## src/rtl/typedef_pkg.sv

```systemverilog
// Shared vector-unit encodings.
//   v_arith_opcode : major opcode of the vector arithmetic/config space
//   OPCFG          : funct3 marking a vector configuration instruction
//   opcfg_e        : which of the three config forms an OPCFG word is
//   q_entry_t      : one instruction-queue entry {instr, rs1, rs2}
package typedef_pkg;

    localparam logic [6:0] v_arith_opcode = 7'b1010111;
    localparam logic [2:0] OPCFG          = 3'b111;

    typedef enum logic [1:0] {
        VSETVLI  = 2'd0,
        VSETIVLI = 2'd1,
        VSETVL   = 2'd2
    } opcfg_e;

    typedef struct packed {
        logic [31:0] instr;
        logic [31:0] rs1;
        logic [31:0] rs2;
    } q_entry_t;

    // Classify a config word from its top two bits:
    // bit31 = 0 -> vsetvli, 2'b11 -> vsetivli, 2'b10 -> vsetvl.
    function automatic opcfg_e cfg_kind(input logic [1:0] top2);
        if (!top2[1])
            return VSETVLI;
        else if (top2[0])
            return VSETIVLI;
        else
            return VSETVL;
    endfunction

endpackage

```

## src/rtl/v_instr_fifo.sv

```systemverilog
// Circular FIFO holding queued vector instructions.
// Ports:
//   clk, rstn   : clock and synchronous active-low reset
//   push, wdata : write an entry (caller guarantees not full)
//   pop         : drop the head entry (caller guarantees not empty)
//   rdata       : current head entry (undefined contents when empty)
//   count       : number of valid entries, 0..DEPTH
module v_instr_fifo #(
    parameter int WIDTH = 96,
    parameter int DEPTH = 4
) (
    input  logic                     clk,
    input  logic                     rstn,
    input  logic                     push,
    input  logic                     pop,
    input  logic [WIDTH-1:0]         wdata,
    output logic [WIDTH-1:0]         rdata,
    output logic [$clog2(DEPTH):0]   count
);

    localparam int PW = $clog2(DEPTH);
    localparam int CW = PW + 1;

    logic [WIDTH-1:0] mem [DEPTH];
    logic [PW-1:0]    wptr;
    logic [PW-1:0]    rptr;

    // Storage is not reset; validity is tracked by count alone.
    always_ff @(posedge clk) begin
        if (push)
            mem[wptr] <= wdata;
    end

    // DEPTH is a power of two, so pointers wrap by natural overflow.
    always_ff @(posedge clk) begin
        if (!rstn) begin
            wptr  <= '0;
            rptr  <= '0;
            count <= '0;
        end else begin
            if (push)
                wptr <= wptr + PW'(1);
            if (pop)
                rptr <= rptr + PW'(1);
            case ({push, pop})
                2'b10:   count <= count + CW'(1);
                2'b01:   count <= count - CW'(1);
                default: count <= count;
            endcase
        end
    end

    assign rdata = mem[rptr];

endmodule

```

## src/rtl/v_instr_queue.sv

```systemverilog
// Decoupling queue between the scalar core and the vector scheduler.
// Also tracks the current element width by watching config instructions
// leave the queue.
// Ports:
//   clk, rstn                    : clock and synchronous active-low reset
//   s_instr_vld_i, s_instr_i     : instruction offered by the scalar core
//   s_rs1_i, s_rs2_i             : scalar operands captured with it
//   s_rdy_o                      : queue not full (state only)
//   vector_instr_o, rs1_o, rs2_o : head entry, all zero when empty
//   sew_o                        : element width from the last popped config
//   vector_stall_i               : scheduler not consuming this cycle
//   sched_insert_i               : scheduler injecting its own word; hold head
//   count_o                      : number of valid entries
module v_instr_queue
    import typedef_pkg::*;
#(
    parameter int DEPTH = 4
) (
    input  logic                     clk,
    input  logic                     rstn,
    input  logic                     s_instr_vld_i,
    input  logic [31:0]              s_instr_i,
    input  logic [31:0]              s_rs1_i,
    input  logic [31:0]              s_rs2_i,
    output logic                     s_rdy_o,
    output logic [31:0]              vector_instr_o,
    output logic [31:0]              rs1_o,
    output logic [31:0]              rs2_o,
    output logic [1:0]               sew_o,
    input  logic                     vector_stall_i,
    input  logic                     sched_insert_i,
    output logic [$clog2(DEPTH):0]   count_o
);

    localparam int CW = $clog2(DEPTH) + 1;

    q_entry_t wr_entry;
    q_entry_t fifo_head;
    q_entry_t head;
    logic     push;
    logic     pop;
    logic     not_empty;
    logic     head_is_cfg;

    assign not_empty = (count_o != '0);

    // No full-bypass: a pop in the same cycle does not free a slot.
    assign s_rdy_o = (count_o != CW'(DEPTH));
    assign push    = s_instr_vld_i && s_rdy_o;
    assign pop     = not_empty && !vector_stall_i && !sched_insert_i;

    assign wr_entry = '{instr: s_instr_i, rs1: s_rs1_i, rs2: s_rs2_i};

    v_instr_fifo #(
        .WIDTH ($bits(q_entry_t)),
        .DEPTH (DEPTH)
    ) u_fifo (
        .clk   (clk),
        .rstn  (rstn),
        .push  (push),
        .pop   (pop),
        .wdata (wr_entry),
        .rdata (fifo_head),
        .count (count_o)
    );

    // Empty queue presents opcode 0, which the scheduler treats as a no-op.
    assign head = not_empty ? fifo_head : '0;

    assign vector_instr_o = head.instr;
    assign rs1_o          = head.rs1;
    assign rs2_o          = head.rs2;

    assign head_is_cfg = (head.instr[6:0] == v_arith_opcode) &&
                         (head.instr[14:12] == OPCFG);

    always_ff @(posedge clk) begin
        if (!rstn) begin
            sew_o <= 2'b00;
        end else if (pop && head_is_cfg) begin
            case (cfg_kind(head.instr[31:30]))
                VSETVL:  sew_o <= head.rs2[4:3];
                default: sew_o <= head.instr[24:23];
            endcase
        end
    end

endmodule
```

## config.mk

```make
export PLATFORM = sky130hd
export DESIGN_NAME = v_instr_queue
export DESIGN_NICKNAME = d
export VERILOG_FILES = /design/src/rtl/typedef_pkg.sv /design/src/rtl/v_instr_fifo.sv /design/src/rtl/v_instr_queue.sv
export SDC_FILE = /design/constraint.sdc
export NUM_CORES = 1
export LEC_CHECK = 0
export ABC_CLOCK_PERIOD_IN_PS = 7100
export BUFFER_PORTS_ARGS = -buffer_cell sky130_fd_sc_hd__buf_2
export CAP_MARGIN = 20
export CELL_PAD_IN_SITES_DETAIL_PLACEMENT = 0
export CELL_PAD_IN_SITES_GLOBAL_PLACEMENT = 1
export CORE_AREA = 4 4 189 191
export DETAILED_ROUTE_END_ITERATION = 10
export DIE_AREA = 0 0 193 195
export PLACE_DENSITY_LB_ADDON = 0.1
export REMOVE_ABC_BUFFERS = 1
export SETUP_SLACK_MARGIN = 0.15
export SLEW_MARGIN = 20
export SYNTH_ARGS = -nofsm -noshare
export SYNTH_HDL_FRONTEND = slang
export SYNTH_HIERARCHICAL = 1
export SYNTH_SLANG_ARGS = --single-unit
```

## constraint.sdc

```tcl
create_clock -name clk -period 7.1 [get_ports clk]
set_input_delay 1.065 -clock clk [delete_from_list [all_inputs] [get_ports clk]]
set_output_delay 1.065 -clock clk [all_outputs]
set_load 0.005 [all_outputs]
```

# Yosys cells after proc, flatten, opt, wreduce, memory -nomap -nowiden
# Memory sizes are Yosys's and may differ from the RTL's. A register that Yosys moved wholly into a read port is not among the register bits.
# Index checks and enable logic that the tools add are counted.
# totals
regBits	9
ramBits	384
input_bits	101
out_inout_bits	102
word_cells	35
mem_count	1
# classes
n_addsub	4
n_eq_ne	6
mux	11
n_reduce_logical	9
# memory_table
memory	depth	word_bits	read_ports	rd_clocked_by_memory_dff	write_ports	line	text
u_fifo.mem	4	96	1	1	1	v_instr_fifo.sv:24	logic [WIDTH-1:0] mem [DEPTH];
# op_table
op	count
two-way mux 96 bit	1
two-way mux 2 bit	7
== test 7 bit (second input constant)	1
case mux 3 bit (2 select lines)	1
logical AND 1 bit	5
adder 2 x 1 -> 2 bit (second input constant)	2
== test 2 bit (second input constant)	2
adder 3 x 1 -> 3 bit (second input constant)	1
== test 3 bit (second input constant)	1
inequality test 3 bit (second input constant)	1
nonzero test 3 bit	1
subtractor 3 x 1 -> 3 bit (second input constant)	1
== test 2 x 1 -> 1 bit (second input constant)	1
zero test 1 bit	2
two-way mux 1 bit	2
nonzero test 2 bit	1

# Logic depth before layout (Yosys ltp)
# logic_depth
depth_word	9
mapped_depth	10
mapped_depth_nobuf	10

# Cells and area by module
# Netlist, hierarchy kept.
# by_module_without_submodules
module	instances	cells_each	area_each_um2	seq_area_each_um2
v_instr_fifo	1	546	14297.5	11711.2
v_instr_queue	1	128	820.8	40.0

# Worst setup path after synthesis
# OpenSTA, ideal clock, no wires.
# synth_timing
path_type	input to register
startpoint	input s_instr_vld_i
endpoint	memory u_fifo.mem[0][0], enable pin
setup_time_ps	465
t_arrival_ps	3537
required_time_ps	6635
path_slack_ps	3098
path_stages	2
path_buffers	0
path_cell_list	and2_1 > and2_1
# synth_between
elab_chain_cells	3
# synth_lines
item	line	text
start, declared	v_instr_queue.sv:21	input logic s_instr_vld_i,
logical AND 1 bit	v_instr_queue.sv:49	assign push = s_instr_vld_i && s_rdy_o;
two-way mux 1 bit	v_instr_fifo.sv:30	if (push)
two-way mux 1 bit (implied by the code)	v_instr_fifo.sv:31	mem[wptr] <= wdata;
end, declared	v_instr_fifo.sv:24	
# No other way between the ends.

==> metrics <==
status completed; post-synthesis cell area 15,100 um^2; initial antenna violation count 5; Warnings, synthesis 6; Arrival @ worst endpoint 2.95 ns; Iteration-0 DRC Markers 369; GRT Max-Usage Layer met2; CORE AREA 34,100 um^2; share of layout cells above drive strength 1 39.8%; die area 37,600 um^2; setup TNS 0 ns; met1 usage 21.4%; post-CTS sizing 0; power consumption 5720 uW; worst path required time 6.03 ns; DR DRC count 0; Hold Buf Count CTS 0; post-CTS setup buffers 0; crit path kind reg2out; met3 usage in global routing 4.02%; die height 195 um; fin crit share 56.5%; grt met2 use 28.2%; chip width 193 um; initial core utilization 44.3%; number of synthesized register bits 395; top achievable clock speed 249 MHz; minimum clock period 4.01 ns; Routed wire per std cell 22.4 um; root buf cell clkbuf_16; most common cell after layout, fill and taps aside edfxtp_1; GRT overflow 0; CTS Buffer Depth 3; most frequent cells in the layout edfxtp_1, buf_2, nor2b_1, mux4_2, clkbuf_16; post-synthesis mux area share 14.5%; final slew viol count 0; syn_area_per_cell 22.4 um^2; number of global-route vias before repair 7,954; fraction of the mapped netlist area in adder cells 0.546%; GRT Total Usage 16.4%; power density over cell area 319 nW/um^2; largest area contributor in the netlist edfxtp_1; Mapped Cells 674; Max Cap Viol 0; EDFF count, synth 384; Fin. Hold Viols 0; CTS tree done; TritonRoute pass-1 iters 4; Final Routed Wirelength 31,000 um; Synth Area in Simple Gates 5.08%; largest family of logic cells by synthesized area multiplexers; crit start category register; Post-Route Skew 0.0216 ns; ys flop type edfxtp_1; Placer Congestion 0.747; Worst Hold Class reg2reg; clk_lat worst skew 0.52 ns; Syn-to-layout area delta 18.5%; Worst-path clk slew 0.06 ns; Worst-Margin Slew 1.02 ns; clock sink total 395; sequential element share of the synthesized area 77.7%; PortBufs 202; post-synthesis xor/xnor area fraction 0.290%; nets 1,004; Post-synth ARST share 0%; Peak VDD IR 0.198 mV; dominant cells by area after synthesis edfxtp_1, mux4_2, nor2b_1; Lkg Pwr 0.00606 uW; synth unique cells 29; RSZ-0062 raised after global routing no; std cell rows 68; Max-slew headroom 31.8%; Compound-Gate Fraction of Synth Area 0.331%; vias per cell 5.20; first-pass GRT wire length 47,100 um; Antenna Nets Post-Route 0; CTS Buf Count 43; H-tree lvl count 2; final setup violating endpoints 0; Yosys top cell area share 76.3%; worst hold slack 0.589 ns; I/O pin cnt 203; DR vias 7,193; endpoint class of the critical path output port; pin count of the biggest net entering global routing 72; crit-path max FO 61; HPWL Detailed 18,400 um
## sequential cells by signal, summed over array words and instances (netlist names), named ones only
name          cells
sew_o             2
u_fifo/count      3
u_fifo/wptr       2
u_fifo/rptr       2
u_fifo/mem      384
## synth_stat cells, drive strengths merged (2+ instances only)
cell     instances
inv              6
mux2i            3
and2            13
nand4bb          2
dfxtp           11
xor2             3
o41ai            2
clkbuf          13
nand2            3
o31ai            2
nor3             2
nand2b           2
o21ai            2
buf             20
nor2b           97
xnor2            2
edfxtp         384
mux4            96
ha               5
## final cells by class
cell class,instances,area (um^2)
Tap cell,455,569
Sequential cell,395,11800
Inverter,6,22.5
Timing Repair Buffer,211,1110
Fill cell,2739,16200
Clock buffer,56,1120
Clock inverter,19,165
Multi-Input combinational cell,240,3150
Antenna cell,2,5.00
## final timing paths
kind / startpoint / endpoint / slack, ns / cells past startpoint
setup / recovery: register / vector_instr_o[2] / 3.09 / 4
hold / removal: sew_o[0] / sew_o[0] / 0.59 / 3
setup reg to reg: register / sew_o[1] / 3.89 / 5
hold reg to reg: sew_o[0] / sew_o[0] / 0.59 / 3
## stage by stage
stage | cell area, um^2 | utilization [%] | instances | setup WS (ns)
after floorplan | 14900 | - | 641 | 0.0290
after global placement | 16600 | 48.6 | 1306 | 3.47
after detailed placement | 16600 | 48.6 | 1306 | 3.48
after CTS | 17900 | 52.4 | 1381 | 2.91
after global routing | 17900 | 52.5 | 1382 | 2.93
final | 17900 | 52.5 | 1384 | 3.09
## worst max-delay path, cell delays in order, from the launching register on
cell and delay (ns):
dfxtp_4 1.01, buf_4 0.64, mux4_2 0.45, nor2b_1 0.15, buf_2 0.14
## cells by family (layout without fill, tap and decap cells)
| family | Yosys count | count (layout) |
|---|---|---|
| simple gates | 123 | 123 |
| mux | 99 | 99 |
| xor+xnor | 5 | 5 |
| other cells | 0 | 2 |
| flops | 395 | 395 |
| fa+ha+maj | 6 | 6 |
| buf+inv | 39 | 292 |
| compound gates | 7 | 7 |
## power breakdown
group | switching (uW) | internal, uW
logic | 494 | 403
registers | 49.7 | 2730
clock network | 823 | 1220
## per-layer routing
metal / part of all wire [%] / vias up
li1: - / 3197
met1: 40 / 3762
met2: 52 / 174
met3: 6.4 / 50
met4: 1.6 / 10
met5: 0.15 / -
No activity file was read; power rests on OpenSTA's default activity.
